--- src/rtl/wb_pkg.sv ---
// Shared definitions for the Wishbone classic round-robin arbiter.
//   DEFAULT_AW / DEFAULT_DW : default address and data widths.
//   arb_state_t             : arbiter FSM states.
//   onehot_to_idx()         : one-hot grant vector (up to 8 masters) to index.
package wb_pkg;

    localparam int DEFAULT_AW  = 32;
    localparam int DEFAULT_DW  = 32;
    localparam int MAX_MASTERS = 8;

    typedef enum logic [1:0] {
        IDLE  = 2'd0,
        BUSY  = 2'd1,
        ABORT = 2'd2
    } arb_state_t;

    // OR-reduction of indices: exact for a one-hot input, 0 for all-zero.
    function automatic logic [2:0] onehot_to_idx(input logic [MAX_MASTERS-1:0] oh);
        logic [2:0] idx;
        idx = '0;
        for (int i = 0; i < MAX_MASTERS; i++) begin
            if (oh[i]) idx = idx | 3'(i);
        end
        return idx;
    endfunction

endpackage

--- src/rtl/wb_rr_picker.sv ---
// Combinational round-robin priority encoder.
//   i_req   : per-requester request vector.
//   i_last  : index of the previous owner; scanning starts just above it.
//   o_pick  : one-hot winner (all-zero when nobody requests).
//   o_valid : at least one requester present.
module wb_rr_picker #(
    parameter int N  = 2,
    parameter int IW = $clog2(N)
) (
    input  logic [N-1:0]  i_req,
    input  logic [IW-1:0] i_last,
    output logic [N-1:0]  o_pick,
    output logic          o_valid
);

    // NOTE: every variable written in always_comb gets a default first, so no
    // path can leave it holding an old value and infer a latch.
    always_comb begin
        int idx;
        idx     = 0;
        o_pick  = '0;
        o_valid = 1'b0;
        // Offsets 1..N visit every requester once, ending on the last owner.
        for (int off = 1; off <= N; off++) begin
            idx = int'(i_last) + off;
            if (idx >= N) idx = idx - N;
            if (!o_valid && i_req[idx]) begin
                o_pick[idx] = 1'b1;
                o_valid     = 1'b1;
            end
        end
    end

endmodule

--- src/rtl/wb_arbiter.sv ---
// Round-robin Wishbone classic arbiter sharing one slave port between
// NUM_MASTERS masters, with a watchdog that aborts never-completing accesses.
//   clk, reset              : clock and synchronous active-high reset.
//   m_cyc/m_stb/m_we        : per-master request, strobe, write enable.
//   m_adr/m_dat_w/m_sel     : packed per-master address, write data, selects.
//   m_ack/m_err             : completion routed only to the current owner.
//   m_dat_r                 : slave read data broadcast to all masters.
//   s_*                     : slave side, driven from the owner, zero when idle.
//   grant                   : one-hot current owner, all-zero when idle.
//   bus_timeout             : one-cycle pulse when the watchdog aborts.
module wb_arbiter
    import wb_pkg::*;
#(
    parameter int NUM_MASTERS    = 2,
    parameter int AW             = DEFAULT_AW,
    parameter int DW             = DEFAULT_DW,
    parameter int TIMEOUT_CYCLES = 255
) (
    input  logic                          clk,
    input  logic                          reset,
    input  logic [NUM_MASTERS-1:0]        m_cyc,
    input  logic [NUM_MASTERS-1:0]        m_stb,
    input  logic [NUM_MASTERS-1:0]        m_we,
    input  logic [NUM_MASTERS*AW-1:0]     m_adr,
    input  logic [NUM_MASTERS*DW-1:0]     m_dat_w,
    input  logic [NUM_MASTERS*DW/8-1:0]   m_sel,
    output logic [NUM_MASTERS-1:0]        m_ack,
    output logic [NUM_MASTERS-1:0]        m_err,
    output logic [DW-1:0]                 m_dat_r,
    output logic                          s_cyc,
    output logic                          s_stb,
    output logic                          s_we,
    output logic [AW-1:0]                 s_adr,
    output logic [DW-1:0]                 s_dat_w,
    output logic [DW/8-1:0]               s_sel,
    input  logic [DW-1:0]                 s_dat_r,
    input  logic                          s_ack,
    input  logic                          s_err,
    output logic [NUM_MASTERS-1:0]        grant,
    output logic                          bus_timeout
);

    localparam int IW = $clog2(NUM_MASTERS);
    localparam int SW = DW / 8;
    localparam int CW = (TIMEOUT_CYCLES < 1) ? 1 : $clog2(TIMEOUT_CYCLES + 1);
    localparam logic [CW-1:0] TO_VAL   = CW'(TIMEOUT_CYCLES);
    localparam logic [IW-1:0] LAST_RST = IW'(NUM_MASTERS - 1);

    arb_state_t             r_state;
    logic [NUM_MASTERS-1:0] r_grant;
    logic [IW-1:0]          r_last;
    logic [CW-1:0]          r_cnt;

    logic [NUM_MASTERS-1:0] w_pick;
    logic                   w_pick_valid;
    logic [IW-1:0]          w_g_idx;
    logic                   w_active;
    logic                   w_stall;
    logic                   w_timeout;
    logic [CW-1:0]          w_cnt_inc;

    // Only cyc counts as a request; a stray stb without cyc never wins.
    wb_rr_picker #(
        .N  (NUM_MASTERS),
        .IW (IW)
    ) u_picker (
        .i_req   (m_cyc),
        .i_last  (r_last),
        .o_pick  (w_pick),
        .o_valid (w_pick_valid)
    );

    assign w_g_idx  = IW'(onehot_to_idx(MAX_MASTERS'(r_grant)));
    // The release cycle (owner's cyc already low) drives nothing to the slave.
    assign w_active = (r_state == BUSY) && m_cyc[w_g_idx];

    assign m_dat_r     = s_dat_r;
    assign grant       = r_grant;
    assign bus_timeout = (r_state == ABORT);

    always_comb begin
        s_cyc   = w_active;
        s_stb   = w_active & m_stb[w_g_idx];
        s_we    = w_active & m_we[w_g_idx];
        s_adr   = w_active ? m_adr[w_g_idx*AW +: AW]   : '0;
        s_dat_w = w_active ? m_dat_w[w_g_idx*DW +: DW] : '0;
        s_sel   = w_active ? m_sel[w_g_idx*SW +: SW]   : '0;
        m_ack   = '0;
        m_err   = '0;
        if (w_active) begin
            // err takes precedence when the slave reports both.
            m_ack[w_g_idx] = s_ack & ~s_err;
            m_err[w_g_idx] = s_err;
        end
        if (r_state == ABORT) m_err[w_g_idx] = 1'b1;
    end

    // A stalled cycle is a strobe with no answer. The abort is decided in the
    // stalled cycle that brings the count to the limit, so an ack/err in that
    // same cycle completes normally.
    assign w_stall   = s_stb & ~s_ack & ~s_err;
    assign w_cnt_inc = r_cnt + 1'b1;
    assign w_timeout = (TIMEOUT_CYCLES != 0) && w_stall && (w_cnt_inc == TO_VAL);

    // NOTE: sequential state uses non-blocking assignments so every register
    // samples pre-edge values regardless of statement order.
    always_ff @(posedge clk) begin
        if (reset) begin
            r_state <= IDLE;
            r_grant <= '0;
            r_last  <= LAST_RST;
            r_cnt   <= '0;
        end else begin
            case (r_state)
                IDLE: begin
                    r_cnt <= '0;
                    if (w_pick_valid) begin
                        r_grant <= w_pick;
                        r_state <= BUSY;
                    end
                end
                BUSY: begin
                    if (!m_cyc[w_g_idx]) begin
                        r_state <= IDLE;
                        r_last  <= w_g_idx;
                        r_grant <= '0;
                        r_cnt   <= '0;
                    end else if (w_timeout) begin
                        r_state <= ABORT;
                        r_cnt   <= '0;
                    end else if (w_stall) begin
                        r_cnt <= w_cnt_inc;
                    end else begin
                        r_cnt <= '0;
                    end
                end
                ABORT: begin
                    r_cnt <= '0;
                    if (!m_cyc[w_g_idx]) begin
                        r_state <= IDLE;
                        r_last  <= w_g_idx;
                        r_grant <= '0;
                    end else begin
                        r_state <= BUSY;
                    end
                end
                default: begin
                    r_state <= IDLE;
                    r_grant <= '0;
                    r_cnt   <= '0;
                end
            endcase
        end
    end

endmodule
--- config.mk ---
export PLATFORM = sky130hd
export DESIGN_NAME = wb_arbiter
export DESIGN_NICKNAME = d
export VERILOG_FILES = /design/src/rtl/wb_pkg.sv /design/src/rtl/wb_rr_picker.sv /design/src/rtl/wb_arbiter.sv
export SDC_FILE = /design/constraint.sdc
export NUM_CORES = 1
export LEC_CHECK = 0
export ABC_AREA = 1
export BUFFER_PORTS_ARGS = -buffer_cell sky130_fd_sc_hd__buf_4
export CORE_AREA = 2 2 111 113
export CTS_CLUSTER_DIAMETER = 100
export DETAILED_ROUTE_END_ITERATION = 8
export DIE_AREA = 0 0 113 115
export GPL_TIMING_DRIVEN = 0
export PLACE_DENSITY_LB_ADDON = 0.15
export SLEW_MARGIN = 20
export SYNTH_ARGS = -nofsm -noshare
export SYNTH_HDL_FRONTEND = slang
export SYNTH_SLANG_ARGS = --single-unit
export TNS_END_PERCENT = 1
--- constraint.sdc ---
create_clock -name clk -period 1.64 [get_ports clk]
set_input_delay 0.082 -clock clk [delete_from_list [all_inputs] [get_ports clk]]
set_output_delay 0.082 -clock clk [all_outputs]
set_load 0.05 [all_outputs]
======== After elaboration in Yosys (flattened, before gate mapping) ========
Cells that the tools add are included.
storage, ports and cells
  bits in registers ....................... 13
  input bits .............................. 178
  output and inout port bits .............. 110
operators by class
  $lt $le $gt $ge ......................... 8
  equality and inequality tests ........... 6
  $add $sub $neg .......................... 5
  muxes and demuxes ....................... 39
  shift operators ......................... 3
  reduce and logical (&&, ||, !) cells .... 13
  bitwise logic cells ..................... 14
operators with widths
  cell                                                                count
  2-to-1 mux 32 bit                                                   4
  variable part select 64 x 7 -> 32 bit                               2
  greater-or-equal comparator 32 x 1 -> 1 bit, second input constant  2
  greater-or-equal comparator 32 x 3 -> 1 bit, second input constant  2
  less-than comparator 32 x 3 -> 1 bit, second input constant         2
  subtractor 32 x 3 -> 32 bit, second input constant                  2
  2-to-1 mux 2 bit                                                    10
  2-to-1 mux 1 bit                                                    19
  adder 8 x 1 -> 8 bit, second input constant                         1
  == test 8 bit, second input constant                                1
  variable part select 8 x 4 -> 4 bit                                 1
  logical AND 1 bit                                                   6
  case mux 2 bit (3 select lines)                                     1
  AND reduction 2 bit                                                 3
  bitwise AND 1 bit                                                   5
  inverter 1 bit                                                      5
  OR reduction 5 bit                                                  1
  bitwise AND 2 bit                                                   2
  2-to-1 mux 4 bit                                                    1
  bitwise OR 2 bit                                                    2
  case mux 2 bit (2 select lines)                                     1
  adder 1 x 2 -> 3 bit, second input constant                         1
  demux 1 bit (select 1 bit)                                          3
  != test 3 bit, second input constant                                1
  other kinds (10)                                                    10

======== Depth between registers and ports, before layout ========
  depth in word-level cells ............... 12
  depth in mapped cells ................... 12
  gate-level depth less buffers ........... 12

======== Cells and area by module ========
From an unflattened synthesis, not the netlist that was laid out.
unflattened totals
  cells, all modules ...................... 389
  area total of the unflattened synthesis .. 2019.4 µm²
by module, submodules not included
  module        cells an instance  area each (µm²)  sequential area each (µm²)  instances
  wb_arbiter    383                1993.2           260.2                       1
  wb_rr_picker  6                  26.3             0.0                         1

======== Worst setup path before layout ========
Ideal clock, no wire load.
  path kind ............................... reg-to-output
  from .................................... register r_grant[1], in the netlist grant[1]
  to ...................................... output port m_ack[0]
  stages on the path, launching flop included .. 9
  arrival time ............................ 2386 ps
  path buffers ............................ 2
  setup slack ............................. -828 ps
  path through ............................ dfxtp_1 buf_4 nand2_2 o21ai_2 inv_2 nor2_4 inv_2 buf_2 nor3_1
RTL lines
  element                                               line               text
  start: declaration                                    wb_arbiter.sv:50   logic [NUM_MASTERS-1:0] r_grant;
  start signal: assignment                              wb_arbiter.sv:118  r_grant <= w_pick;
  2-to-1 mux 1 bit                                      wb_pkg.sv:22       if (oh[i]) idx = idx | 3'(i);
  2-to-1 mux 1 bit (not written as such) (2 in series)  wb_arbiter.sv:75   assign w_active = (r_state == BUSY) && m_cyc[w_g_idx];
  logical AND 1 bit                                     wb_arbiter.sv:75
  via s_cyc                                             wb_arbiter.sv:30   output logic s_cyc,
  2-to-1 mux 2 bit                                      wb_arbiter.sv:90   if (w_active) begin
  end: declaration                                      wb_arbiter.sv:27   output logic [NUM_MASTERS-1:0] m_ack,
The timed path passes the listed nets, and every way through them passes these cells. The select of a mux whose other input is x is not followed.

======== Final worst setup path ========
  from .................................... register r_grant[1], in the netlist grant[1]
  to ...................................... output port s_dat_w[24]
between the ends
  cells in the longest elaborated chain, start to end .. 5
ends and longest elaborated chain
  element                                                                                        line              text
  2-to-1 mux 1 bit *                                                                             wb_pkg.sv:22
  parallel branches: the longest is 3 deep, another holds variable part select 64 x 7 -> 32 bit  n/a
  2-to-1 mux 32 bit *                                                                            wb_arbiter.sv:86  s_dat_w = w_active ? m_dat_w[w_g_idx*DW +: DW] : '0;
  end: declaration                                                                               wb_arbiter.sv:34  output logic [DW-1:0] s_dat_w,
Mark *: on every way between the ends. The select of a mux whose other input is x is not followed.

==> out/qor.txt <==
Final Power: 4.327 mW
multi-input combinational cell area: 1469 sq um
proportion of netlist area held by the largest area contributor: 30.28%
share of synthesized cell area in and, or, nand and nor gates: 39.50%
power per cell area: 936.6 nW/um^2
Critical Path Sink Type: output pin
final critical-path setup slack: -178.9 ps
clock tree from TritonCTS: done
biggest area consumer among synthesized cells: nand2_1
post-synthesis sequential area ratio: 12.96%
result of the run: finished, violations left
layout overhead on the synthesized area: 130.0%
critical path data required time: 1560 ps
worst stage delay on the critical path: 380 ps
hold crit path type: input port to flip-flop
all-layer global routing usage: 15.56%
Synth Warn #: 0
routed length per instance: 14.40 microns
Die Y: 115 microns
Die Wd: 113 microns
xor and xnor area share after synthesis: 0%
post-layout minimum cycle time: 1819 ps
reg2reg path depth: 11
fraction of layout instances using a drive strength above 1: 56.86%
Std-Cell Core Area: 11,810 sq um
Finished Cell Area: 4619 sq um
critical path cell sequence: buf_8 > nand2_2 > o21ai_2 > inv_2 > nor2_4 > inv_6 > buf_6 > a21oi_1 > buf_4
vias in the first global route: 3,102
number of nets in the synthesized netlist: 570
post-synthesis average cell area: 5.203 sq um
most instantiated library cell after synthesis: nand2_1
Distinct cells, synth: 21
cell types with the highest counts after synthesis: nand2_1, a21oi_1, buf_4
synthesized-area fraction occupied by adder cells: 3.738%
initial antenna violation count: 0
share of the clock period used by the worst path after layout: 110.9%
maximum ir drop on the vdd rail: 0.3661 mV
drt total wl: 11.46 mm
number of register bits inferred by synthesis: 13
normalized max-slew margin: 76.82%
cell at the root of the clock tree: clkbuf_16
std cell rows: 40
violated checks: design-rule violations, negative setup slack
number of enable flip-flop cells after synthesis: 0
clock edge transition at the registers on the reported setup and hold paths: 50 ps
antenna violation net count after detailed routing: 0
Initial Util: 17.00%
async set or reset register ratio after synthesis: 0%
final count of hold timing violations: 0
total vias in the final route: 3,378
Port Buf Inserts: 255
Die ar.: 13,000 sq um
Clock Skews: 2.960 ps
Pre-antenna DRT Iters: 8
iteration-0 DRC count of the detailed router: 138
clock latency of the later-clocked register in the worst-skew pair: 240 ps
CP Class: flip-flop to output pin
clock net sink count: 13
first-pass GRT wire length: 16.11 mm
Congestion Overflow GR: 0
worst-margin pin slew: 344.1 ps
maximum frequency from static timing analysis: 0.5498 GHz
io pins: 288
kind of launch point of the worst setup path: flip-flop
filler instances: 1,299
leakage dissipation: 2.389 nW
flip-flop and latch area: 266.5 sq um
RePlAce Congestion: 0.7859
diodes inserted: 0
Crit path arrival time: 1740 ps
fraction of the mapped netlist area in compound gates: 22.06%
layout net count: 834
dominant cells by area after synthesis: nand2_1, a21oi_1, dfxtp_1
primary flip-flop cell chosen by synthesis mapping: dfxtp_1
Post-DP HPWL: 9.712 mm
max-slew violation total from the final report: 0
pin count of the biggest net entering global routing: 11
peak fanout along the critical path: 10
post-synthesis instance total: 386
Hold-fix buffers, CTS: 0
maximum number of buffers from clock root to sink: 2
RSZ-0062 raised after global routing: yes
Finish-stage setup viols: 73
cell at the slowest stage of the critical path: dfxtp_4
portion of netlist area occupied by mux cells: 0%
level count of the clock H-tree: 1
max capacitance violation total: 0
Via-to-Cell Ratio: 4.244
DRC: 11
main combinational cell family by area after synthesis: simple AND/OR/NAND/NOR gates
area after detailed placement: 4150 sq um
cell depth of the worst min-delay path: 2
summed instance area of the synthesized netlist: 2008 sq um
Num CTS Buffers: 3
cells in the final DEF (no fill, tap or decap), types with 4 or more instances in the layout:
master	n
dfxtp_1	10
clkbuf_2	7
inv_1	21
nand2_1	161
nor2_2	5
nand3_1	10
ha_1	6
nor2_1	18
a21oi_1	42
o21ai_0	5
buf_4	255
buf_6	44
clkbuf_4	4
a21oi_2	30
registers in the layout, summed over array words and instances, names as in the netlist:
name / count
r_cnt: 8
r_state: 2
grant: 2
r_last: 1
worst paths after layout:
path	startpoint	to	slack, ps
worst min-delay path	m_cyc[1]	r_last$_SDFFE_PP1P_	130
worst min register to register	r_cnt[0]$_SDFF_PP0_	r_cnt[0]$_SDFF_PP0_	430
worst max register to register	grant[1]$_SDFFE_PP0P_	r_cnt[4]$_SDFF_PP0_	50
worst max-delay path	grant[1]$_SDFFE_PP0P_	s_dat_w[24]	-180
worst max-delay path: cells and delay by family (launching register included):
| kind | cells | cell delay, ps |
|---|---|---|
| simple gates | 2 | 190 |
| buf+inv | 5 | 700 |
| compound gates | 2 | 220 |
| flops | 1 | 380 |
cell families (layout without fill, tap and decap cells):
kind of cell / Yosys count / count (layout)
buf+inv: 80 / 343
flops: 13 / 13
simple gates: 202 / 202
compound gates: 85 / 85
fa+ha+maj: 6 / 6
stage by stage:
stage | instances | utilization, % | setup TNS, ps | setup WS (ps) | hold slack, ps
final | 796 | 39.11 | -8958 | -178.9 | 126.7
after global routing | 796 | 39.11 | -14930 | -239.6 | 135.4
after CTS | 795 | 38.18 | -11730 | -210.0 | 121.4
after detailed placement | 788 | 35.14 | -22720 | -449.5 | 382.8
after global placement | 788 | 35.14 | -19950 | -447.6 | 380.3
after floorplan | 386 | - | -37460 | -554.8 | 242.6
area by class of cell:
| class | instances | area share [%] |
|---|---|---|
| Inverter | 24 | 2.059 |
| Sequential cell | 13 | 5.769 |
| Tap cell | 147 | 3.982 |
| Timing Repair Buffer | 259 | 45.37 |
| Multi-Input combinational cell | 293 | 31.80 |
| Clock inverter | 1 | 0.1083 |
| Buffer | 56 | 9.290 |
| Clock buffer | 3 | 1.625 |
power by group:
part | total, mW | switching, mW | internal (mW)
registers | 0.387 | 0.0324 | 0.355
logic | 3.47 | 2.26 | 1.21
clock network | 0.471 | 0.146 | 0.325
metal layers:
| layer | wire [microns] | share of wire (%) | track usage [%] |
|---|---|---|---|
| met1 | 4403 | 38 | 18.55 |
| met2 | 6163 | 54 | 29.26 |
| met3 | 755 | 6.6 | 3.110 |
| met4 | 140 | 1.2 | 2.602 |
| met5 | 0 | 0 | 0 |
what timing repair did:
| item | CTS | global route |
|---|---|---|
| buffers inserted | 3 | 1 |
| resized for setup | 79 | 38 |
| endpoints found under the setup margin | 83 | 84 |
| pin swaps | 1 | 1 |
Note: power is estimated with default switching activity, not from simulation.
